## src/rtl/ps2_pkg.sv

```systemverilog
// Shared PS/2 constants: frame length, counter width and counter end-mode encodings.
package ps2_pkg;

    // Bit slots in a PS/2 frame: start, 8 data, parity, stop.
    localparam int PS2_FRAME_BITS = 11;

    // Counter width that covers a full frame.
    localparam int PS2_CNT_W = 4;

    // End-of-range behaviour encodings for the SATURATE parameter.
    localparam int CNT_WRAP = 0;
    localparam int CNT_SAT  = 1;

endpackage : ps2_pkg

```

## src/rtl/mod_counter.sv

```systemverilog
// Parametrised synchronous modulo counter with enable, parallel load,
// up/down direction, wrap/saturate mode, terminal-count and wrap flags.
// q always stays inside 0..MODULUS-1.
module mod_counter
    import ps2_pkg::*;
#(
    parameter int WIDTH    = PS2_CNT_W,
    parameter int MODULUS  = PS2_FRAME_BITS,
    parameter int SATURATE = CNT_WRAP
) (
    input  logic             clk,
    input  logic             clear,
    input  logic             en,
    input  logic             load,
    input  logic [WIDTH-1:0] load_val,
    input  logic             up,
    output logic [WIDTH-1:0] q,
    output logic             tc,
    output logic             wrap
);

    // Reject illegal parameter combinations at elaboration.
    if ((WIDTH < 2) || (WIDTH > 16)) begin : g_bad_width
        $error("mod_counter: WIDTH must be in 2..16");
    end
    if (MODULUS < 2) begin : g_bad_mod_low
        $error("mod_counter: MODULUS must be at least 2");
    end
    if (64'(MODULUS) > (64'd1 << WIDTH)) begin : g_bad_mod_high
        $error("mod_counter: MODULUS must not exceed 2**WIDTH");
    end

    // Last legal count value and small constants, all WIDTH bits wide.
    localparam logic [WIDTH-1:0] MAX_VAL  = WIDTH'(MODULUS - 1);
    localparam logic [WIDTH-1:0] ZERO_VAL = {WIDTH{1'b0}};
    localparam logic [WIDTH-1:0] ONE_VAL  = {{(WIDTH-1){1'b0}}, 1'b1};
    localparam bit               SAT_MODE = (SATURATE == CNT_SAT);

    logic [WIDTH-1:0] q_q;
    logic [WIDTH-1:0] q_d;
    logic             wrap_q;
    logic             wrap_d;

    // Next-state: load (clamped) beats count; counting compares before
    // stepping so q never passes through a value >= MODULUS.
    always_comb begin
        q_d    = q_q;
        wrap_d = 1'b0;
        if (load) begin
            q_d    = (load_val > MAX_VAL) ? MAX_VAL : load_val;
            wrap_d = 1'b0;
        end else if (en) begin
            if (up) begin
                if (q_q < MAX_VAL) begin
                    q_d    = q_q + ONE_VAL;
                    wrap_d = 1'b0;
                end else begin
                    q_d    = SAT_MODE ? q_q : ZERO_VAL;
                    wrap_d = 1'b1;
                end
            end else begin
                if (q_q > ZERO_VAL) begin
                    q_d    = q_q - ONE_VAL;
                    wrap_d = 1'b0;
                end else begin
                    q_d    = SAT_MODE ? q_q : MAX_VAL;
                    wrap_d = 1'b1;
                end
            end
        end else begin
            q_d    = q_q;
            wrap_d = 1'b0;
        end
    end

    // Count and wrap registers; clear wins over every other input.
    always_ff @(posedge clk) begin
        if (clear) begin
            q_q    <= ZERO_VAL;
            wrap_q <= 1'b0;
        end else begin
            q_q    <= q_d;
            wrap_q <= wrap_d;
        end
    end

    assign q    = q_q;
    assign wrap = wrap_q;
    assign tc   = (up & (q_q == MAX_VAL)) | (~up & (q_q == ZERO_VAL));

endmodule : mod_counter

```

## config.mk

```make
export PLATFORM = sky130hd
export DESIGN_NAME = mod_counter
export DESIGN_NICKNAME = d
export VERILOG_FILES = /design/src/rtl/ps2_pkg.sv /design/src/rtl/mod_counter.sv
export SDC_FILE = /design/constraint.sdc
export NUM_CORES = 1
export LEC_CHECK = 0
export BUFFER_PORTS_ARGS = -buffer_cell sky130_fd_sc_hd__buf_2
export CAP_MARGIN = 30
export CORE_AREA = 2 2 39 41
export CTS_CLUSTER_DIAMETER = 100
export DETAILED_ROUTE_END_ITERATION = 10
export DIE_AREA = 0 0 41 43
export PLACE_DENSITY_LB_ADDON = 0.15
export SYNTH_ARGS = -nofsm -noshare
export SYNTH_HDL_FRONTEND = slang
export SYNTH_SLANG_ARGS = --single-unit
```

## constraint.sdc

```tcl
create_clock -name clk -period 3.07 [get_ports clk]
set_clock_uncertainty 0.2 [all_clocks]
set_input_delay 0.4605 -clock clk [delete_from_list [all_inputs] [get_ports clk]]
set_output_delay 0.4605 -clock clk [all_outputs]
set_load 0.05 [all_outputs]
```

==> results of run 1 <==
==> power by group through the flow <==
stage               combinational, mW  clock [mW]  sequential, mW
finish                         0.0740      0.0753          0.0788
global placement               0.0750           0          0.0801
floorplan                      0.0437           0          0.0922
global route                   0.0819      0.0818          0.0802
CTS                            0.0743      0.0798          0.0788
detailed placement             0.0740           0          0.0801
==> state kept, by name, summed over array words and instances, names as in the netlist <==
name  flops
q         4
wrap      1
==> layout by cell type, fill, tap and decap left out, drive strengths merged <==
master	count
o21a	2
a32o	1
a21oi	5
a311oi	1
o22ai	1
ha	3
o21ai	6
and2	1
mux2	1
nor3b	3
or3b	1
nor4	1
clkbuf	4
nand3	1
buf	14
a211oi	1
a221oi	1
nand2	3
o21bai	1
inv	4
nor2b	1
nand2b	1
dfxtp	5
a31oi	2
o311a	1
and4b	1
nor2	2
==> cells in the mapped netlist (2+ instances only) <==
cell / count / share of area
a21oi_1: 5 / 0.059
dfxtp_1: 5 / 0.24
o21ai_0: 5 / 0.059
inv_1: 4 / 0.036
ha_1: 3 / 0.089
nand2_1: 3 / 0.027
nor3b_1: 3 / 0.053
a31oi_1: 2 / 0.030
nor2_1: 2 / 0.018
o21a_1: 2 / 0.036
==> worst reg2reg max path: cells and delay by family (launching register included) <==
family,cells,cell delay [ns]
compound gates,3,0.62
fa+ha+maj,1,0.23
buf+inv,1,0.10
flops,1,0.47
simple gates,1,0.14
==> how the worst max path moves through the flow <==
stage / start / end / depth (start not counted)
6_report: q[1] / tc / 6
5_1_grt: q[1] / tc / 6
4_1_cts: q[1] / tc / 6
3_5_place_dp: q[1] / tc / 6
3_3_place_gp: q[1] / tc / 6
2_1_floorplan: q[0] / tc / 5
==> kinds of logic (layout without fill, tap and decap cells) <==
kind of cell | count (synthesis) | count (layout) | share of synthesized area
buffers and inverters | 7 | 22 | 0.0831
adders and majority gates | 3 | 3 | 0.0890
muxes | 1 | 1 | 0.0267
AOI/OAI and AO/OA | 22 | 22 | 0.335
and+or+nand+nor | 15 | 15 | 0.229
DFF | 5 | 5 | 0.237
==> layer usage <==
metal  up-vias  part of all wire  wire length, um  track usage
met3         2             0.050               48       0.0157
met4         0             0.010               10        0.120
met5         -                 0                0            0
met1       193              0.50              475        0.160
met2        11              0.44              423        0.188
li1        230                 -                -            -
==> stage by stage <==
step	area, um2	setup WS [ns]	std cells	total power, mW	util
after floorplan	422	0.659	53	0.136	-
after global placement	492	1.05	80	0.155	0.355
after detailed placement	492	1.06	80	0.154	0.355
after CTS	518	0.789	84	0.233	0.374
after global routing	518	0.671	84	0.244	0.374
final	518	0.815	84	0.228	0.374
==> area by class of cell <==
cell class / count / area [um2] / area share
Clock buffer: 4 / 26.3 / 0.0507
Inverter: 4 / 15.0 / 0.0290
Multi-Input combinational cell: 41 / 287 / 0.553
Sequential cell: 5 / 100 / 0.193
Tap cell: 16 / 20.0 / 0.0386
Timing Repair Buffer: 14 / 70.1 / 0.135
==> impl_metrics.yaml, run 1 <==
outcome:
  status: "finished, final reports clean"
worst_setup_path:
  r2r_cells: 6
  worstReg2RegEnd: "q[2]"
  critPathBufInv: 2
  regToRegStartpoint: "q[1]"
  cp_slowest_cell: "dfxtp_1"
  cp_cell_sequence: "inv_1 > ha_1 > nor3b_1 > a31oi_1 > nor2_1 > buf_2"
  crit_family: "flip-flops"
  required_ns: 2.41
  r2r_slack_ns: 1.18
  cp_max_fo: 9
  max_stage_delay_ns: 0.47
  startpoint_type: "flop"
  endpoint_kind: "output pin"
  critPathKind: "reg -> out"
  arrival_ns: 1.59
floorplan:
  ios: 15
  start_util: 0.305
  core-area_um2: 1380
  die_area_um2: 1760
  die_w_um: 41
  fp-row-count: 14
  dieHeight_um: 43
synth:
  avgSynthCellArea_um2: 7.96
  synth_async_sr_flop_share: 0
  synth_edf_count: 0
  ys_seq_area_frac: 0.237
  yosys_warnings: 0
  mappedNetlistArea_um2: 422
  synthFlopType: "dfxtp_1"
  synth_nets: 65
  synthCells: 53
  ys_seq_elements: 5
  synth.distinct_cells: 29
sta:
  fin_setup_tns_ns: 0
  slew_headroom: 0.762
  tightest_slew_ns: 0.356
  min_period_ns: 2.25
  setup_viol: 0
  fmax_mhz: 444
  hold_viol: 0
  rsz0062_at_grt: "no"
  fin_crit_sh: 0.734
  maxSlewViolCount: 0
  hold_ws_ns: 0.275
clock_network:
  cts.clk_slew.worst_paths_ns: 0.04
  h-tree-depth: 1
  numCtsBuffers: 3
  post_cts_resized: 0
  cts_max_path_buffers: 2
  insertion_delay_ns: 0.24
  ctsHoldBuffers: 0
  cts.sinks: 5
  cts_root_buf: "clkbuf_4"
  cts_tree: "built"
  post_cts_buffers: 0
hold_path:
  hold_path_class: "in -> reg"
  min_to: "q[2]"
  worstHoldStart: "clear"
  holdPathStages: 2
route:
  ant_nets: 0
  vias: 436
  wl_um: 958
  drt_iter0_markers: 11
  route.detailed.drc: 0
  viasPerCell: 5.19
  drt_first_pass_iters: 4
  wl_per_cell_um: 11.4
global_route:
  antenna_found_initial: 0
  grt.total_usage: 0.131
  grt_pass1_vias: 380
  grt_max_degree: 13
  gr-total-overflow: 0
  grt_pass1_wl_mm: 1.53
placed_design:
  finalWeightedCongestion: 0.683
  port_buffers: 14
  dp_hpwl_um: 724
job:
  maxCapViolCount: 0
power:
  switchingPower_uw: 81.8
  p_seq_frac: 0.345
  vdd_ir_drop_max_v: 0.000193
  intPower_uw: 146
  switching_share: 0.359
  p_per_area_nw_per_um2: 440
  power_frac_clock: 0.330
  p_leak_nw: 0.231
  combPwrFrac: 0.324
finish:
  drive_gt1_frac: 0.279
  fillers: 154
  n_antenna_cell: 0
  nets: 81
  syn_to_final_growth_pct: 22.8
No activity file was read; power rests on OpenSTA's default activity.
==> run 2: changes to the inputs <==
Clock period 3.07 ns to 1.84 ns, I/O delays scaled along.
==> run 2 against run 1 <==
Compared with the run above:
- critical endpoint unchanged
- count of clock-buffer cells in the layout unchanged
- setup slack worse by 0.76 ns
- utilization up 4.9 points
- sequential power grew 62%
- via count up 2.1%
- design area rose by 13%
- flip-flop and latch count unchanged
- critical path depth unchanged
- largest cell class unchanged
==> impl_metrics.yaml, run 2 (same netlist as run 1, synthesis figures left out) <==
sta:
  fin_crit_sh: 0.971
  slew_headroom: 0.748
  setup_viol: 0
  hold_viol: 0
  maxSlewViolCount: 0
  hold_ws_ns: 0.0743
  min_period_ns: 1.79
  rsz0062_at_grt: "no"
  tightest_slew_ns: 0.377
  fmax_mhz: 560
worst_setup_path:
  startpoint_type: "flop"
  r2r_cells: 7
  endpoint_kind: "output pin"
  required_ns: 1.36
  worstReg2RegEnd: "q[2]"
  regToRegStartpoint: "q[0]"
  critPathKind: "reg -> out"
  crit_start: "q[0]"
  cp_max_fo: 3
  arrival_ns: 1.31
  crit_end: "tc"
  r2r_slack_ns: 0.15
finish:
  final_common_cell: "buf_2"
  syn_to_final_growth_pct: 38.9
  layout.area.seq_um2: 105
  multi_input_area_um2: 309
  n_antenna_cell: 0
  drive_gt1_frac: 0.431
  largest_reg_flops: 4
  nets: 85
  final_cell_area_um2: 586
  fillers: 151
  final_cell_mix: "buf_2, o21ai_0, a21oi_1"
placed_design:
  dp_hpwl_um: 733
  dpl-instance-area_um2: 512
  port_buffers: 14
  finalWeightedCongestion: 0.767
power:
  p_per_area_nw_per_um2: 693
  vdd_ir_drop_max_v: 0.000287
  p_leak_nw: 0.254
route:
  route.detailed.drc: 0
  wl_um: 982
  ant_nets: 0
  vias: 445
  viasPerCell: 5.06
  drt_iter0_markers: 8
  wl_per_cell_um: 11.2
  drt_first_pass_iters: 3
clock_network:
  cts_max_path_buffers: 2
  cts_tree: "built"
  numCtsBuffers: 3
  cts.sinks: 5
  h-tree-depth: 1
  cts_root_buf: "clkbuf_4"
  cts.clk_slew.worst_paths_ns: 0.05
  insertion_delay_ns: 0.24
global_route:
  grt.busiest_layer: "met1"
  met2_usage: 0.191
  grt_pass1_wl_mm: 1.68
  met3_usage: 0.0157
  use_met1: 0.199
  gr-total-overflow: 0
  grt_pass1_vias: 384
  grt_max_degree: 13
  grt.total_usage: 0.142
  antenna_found_initial: 0
floorplan:
  fp-row-count: 14
  start_util: 0.305
  core-area_um2: 1380
  die_w_um: 41
  ios: 15
  dieHeight_um: 43
  die_area_um2: 1760
outcome:
  status: "finished, final reports clean"
hold_path:
  hold_path_class: "in -> reg"
job:
  maxCapViolCount: 0
run 2: cell count changes in the layout (fill, tap and decap cells not counted), sizes merged:
cell  change
buf       +4
run 2: critical path: stages (launching register included):
cell     delay, ns
dfxtp_4       0.34
inv_2         0.05
ha_4          0.15
nor3b_2       0.14
a31oi_1       0.17
nor2_2        0.06
buf_6         0.15
run 2: where the power goes:
part | leakage [nW] | switching [mW] | internal, mW | total, mW
Combinational | 0.196 | 0.0879 | 0.0636 | 0.151
Clock | 0.0150 | 0.0446 | 0.0819 | 0.127
Sequential | 0.0422 | 0.0112 | 0.117 | 0.128
Total | 0.254 | 0.144 | 0.262 | 0.406
run 2: routing by layer:
| metal | wire [um] | share of wire | vias up |
|---|---|---|---|
| met1 | 494 | 0.50 | 192 |
| met5 | 0 | 0 | - |
| met2 | 439 | 0.45 | 11 |
| li1 | - | - | 240 |
| met4 | 8 | 0.0081 | 0 |
| met3 | 40 | 0.041 | 2 |
run 2: cell type report:
cell class              instances  area share
flip-flops and latches          5       0.179
multi-input cells              41       0.528
repair buffers                 18       0.188
clock buffers                   4      0.0449
inverters                       4      0.0256
well taps                      16      0.0342
run 2: how the worst min path moves through the flow:
stage,from,to,cells after the start
floorplan,clear,q[0],1
global placement,clear,q[0],2
detailed placement,clear,q[0],2
CTS,clear,q[0],2
global route,clear,q[0],2
finish,clear,q[0],2
run 2: timing repair:
action                                  in CTS  in global routing
hold endpoints to repair                     0                  0
setup buffers                                2                  0
pin swaps                                    0                  3
resized for setup                            5                  5
gates cloned                                 0                  0
hold buffers                                 0                  0
endpoints found under the setup margin       1                  2
run 2: stage by stage:
stage	setup TNS, ns	worst slack [ns]	utilization	power [mW]	cells
2_1_floorplan	-0.0288	-0.0288	-	0.229	53
3_5_place_dp	0	0.124	0.370	0.264	82
6_report	0	0.0528	0.423	0.406	88
3_3_place_gp	0	0.144	0.370	0.265	82
4_1_cts	0	0.0144	0.411	0.406	88
5_1_grt	0	0.00462	0.423	0.436	88
==> run 3: changes to the inputs <==
Settings changed: BUFFER_PORTS_ARGS -buffer_cell sky130_fd_sc_hd__buf_2 to not set, CELL_PAD_IN_SITES_DETAIL_PLACEMENT set to 1, CELL_PAD_IN_SITES_GLOBAL_PLACEMENT set to 2, CORE_AREA 2 2 39 41 to not set, CORE_MARGIN set to 5, CORE_UTILIZATION set to 28, DIE_AREA 0 0 41 43 to not set, DONT_BUFFER_PORTS set to 1.
==> run 3 against run 2 <==
Compared with the run above:
- the run now ends with negative hold slack left
- sequential share of layout area shrank 1.2 points
- flip-flop and latch count is the same
- first-iteration DRC count shrank 100%
- die area grew 35%
- design area grew 4.5%
- non-clock buffer count shrank 5
- combinational power grew 5%
- power grew 3.1%
==> impl_metrics.yaml, run 3 (same netlist as run 1, synthesis figures left out) <==
sta:
  setup_viol: 0
  tightest_slew_ns: 0.473
  hold_viol: 1
  slew_headroom: 0.684
  fin_crit_sh: 0.994
  maxSlewViolCount: 0
  min_period_ns: 1.83
  hold_ws_ns: -0.00117
  fin_setup_tns_ns: 0
  fin_ws_ns: 0.0103
  fmax_mhz: 547
  rsz0062_at_grt: "yes"
worst_setup_path:
  critPathKind: "reg -> out"
  critPathBufInv: 2
  arrival_ns: 1.35
  cp_slowest_cell: "dfxtp_2"
  max_stage_delay_ns: 0.35
  startpoint_type: "flop"
  required_ns: 1.36
  cp_max_fo: 2
  cp_cell_sequence: "inv_2 > ha_4 > nor3b_2 > a31oi_1 > nor2_2 > buf_12"
  endpoint_kind: "output pin"
  crit_family: "flip-flops"
route:
  drt_iter0_markers: 0
  ant_nets: 0
  wl_mm: 1.31
  viasPerCell: 5.52
  vias: 458
  route.detailed.drc: 0
  wl_per_cell_um: 15.7
  drt_first_pass_iters: 1
clock_network:
  insertion_delay_ns: 0.25
  numCtsBuffers: 3
  cts.sinks: 5
  cts.clk_slew.worst_paths_ns: 0.04
  cts_tree: "built"
  cts_root_buf: "clkbuf_4"
  h-tree-depth: 1
  cts_max_path_buffers: 2
finish:
  n_antenna_cell: 0
  final_common_cell: "buf_4"
  nets: 80
  largest_reg_flops: 4
  multi_input_area_um2: 318
  drive_gt1_frac: 0.328
  layout.area.seq_um2: 103
  final_cell_mix: "buf_4, o21ai_0, a21oi_1, dlygate4sd3_1"
  syn_to_final_growth_pct: 45.1
  final_cell_area_um2: 612
  fillers: 186
placed_design:
  finalWeightedCongestion: 0.707
  place_ws_ns: 0.0930
  dpl-instance-area_um2: 484
  dp_hpwl_um: 964
  port_buffers: 0
global_route:
  grt.total_usage: 0.117
  grt.busiest_layer: "met2"
  gr-total-overflow: 0
  met2_usage: 0.196
  antenna_found_initial: 0
  use_met1: 0.123
  grt_pass1_vias: 495
  grt_pass1_wl_mm: 2.20
  met3_usage: 0.0367
  grt_max_degree: 13
power:
  switching_share: 0.346
  p_leak_nw: 0.244
  p_seq_frac: 0.316
  p_per_area_nw_per_um2: 684
  switchingPower_uw: 145
  vdd_ir_drop_max_v: 0.000325
  power_frac_clock: 0.306
  intPower_uw: 274
  combPwrFrac: 0.378
floorplan:
  fp-row-count: 14
  ios: 15
  start_util: 0.287
  core-area_um2: 1470
  dieHeight_um: 48.8
  die_area_um2: 2380
  die_w_um: 48.8
outcome:
  violations: "negative hold slack"
  status: "finished, violations left"
hold_path:
  hold_path_class: "in -> reg"
job:
  maxCapViolCount: 0
==> run 3: cell types whose count changed in the layout (fill, tap and decap cells not counted), moves of 2 or more <==
cell and change:
buf_4 +3, dlygate4sd3_1 +5, buf_6 -2, buf_2 -13
==> run 3: power groups by stage <==
stage / sequential [mW] / combinational (mW) / clock (mW)
floorplan: 0.155 / 0.0736 / 0
global placement: 0.131 / 0.124 / 0
detailed placement: 0.132 / 0.129 / 0
CTS: 0.132 / 0.153 / 0.135
global route: 0.133 / 0.171 / 0.141
finish: 0.132 / 0.158 / 0.128
==> run 3: layout make-up <==
class	instances	share of cell area
Tap cell	16	0.0327
Timing Repair Buffer	13	0.213
Clock buffer	4	0.0429
Inverter	4	0.0245
Sequential cell	5	0.168
Multi-Input combinational cell	41	0.519
==> run 3: path summary, 6_finish.rpt <==
kind | startpoint | endpoint | slack (ns) | depth (start not counted)
max | q[1] | tc | 0.01 | 6
min | en | q[0] | -0.001 | 2
max reg2reg | q[0] | q[0] | 0.08 | 7
min reg2reg | q[0] | q[0] | 0.49 | 4
==> run 3: layer usage <==
layer / part of all wire / vias up / wire length (um)
met1: 0.41 / 215 / 537
met5: 0 / - / 0
met2: 0.47 / 16 / 620
li1: - / 224 / -
met3: 0.086 / 3 / 112
met4: 0.028 / 0 / 36
==> run 3: repair_timing <==
item | 4_1_cts | 5_1_grt
setup buffers | 1 | 1
hold buffers | 5 | 0
resized for setup | 8 | 2
pin swaps | 3 | 2
endpoints found under the hold margin | 5 | 0
setup endpoints to repair | 1 | 2
==> run 3: stage by stage <==
stage | power (mW) | util | std cells
after floorplan | 0.229 | - | 53
after global placement | 0.255 | 0.329 | 72
after detailed placement | 0.261 | 0.329 | 72
after CTS | 0.420 | 0.405 | 82
after global routing | 0.446 | 0.416 | 83
final | 0.418 | 0.416 | 83
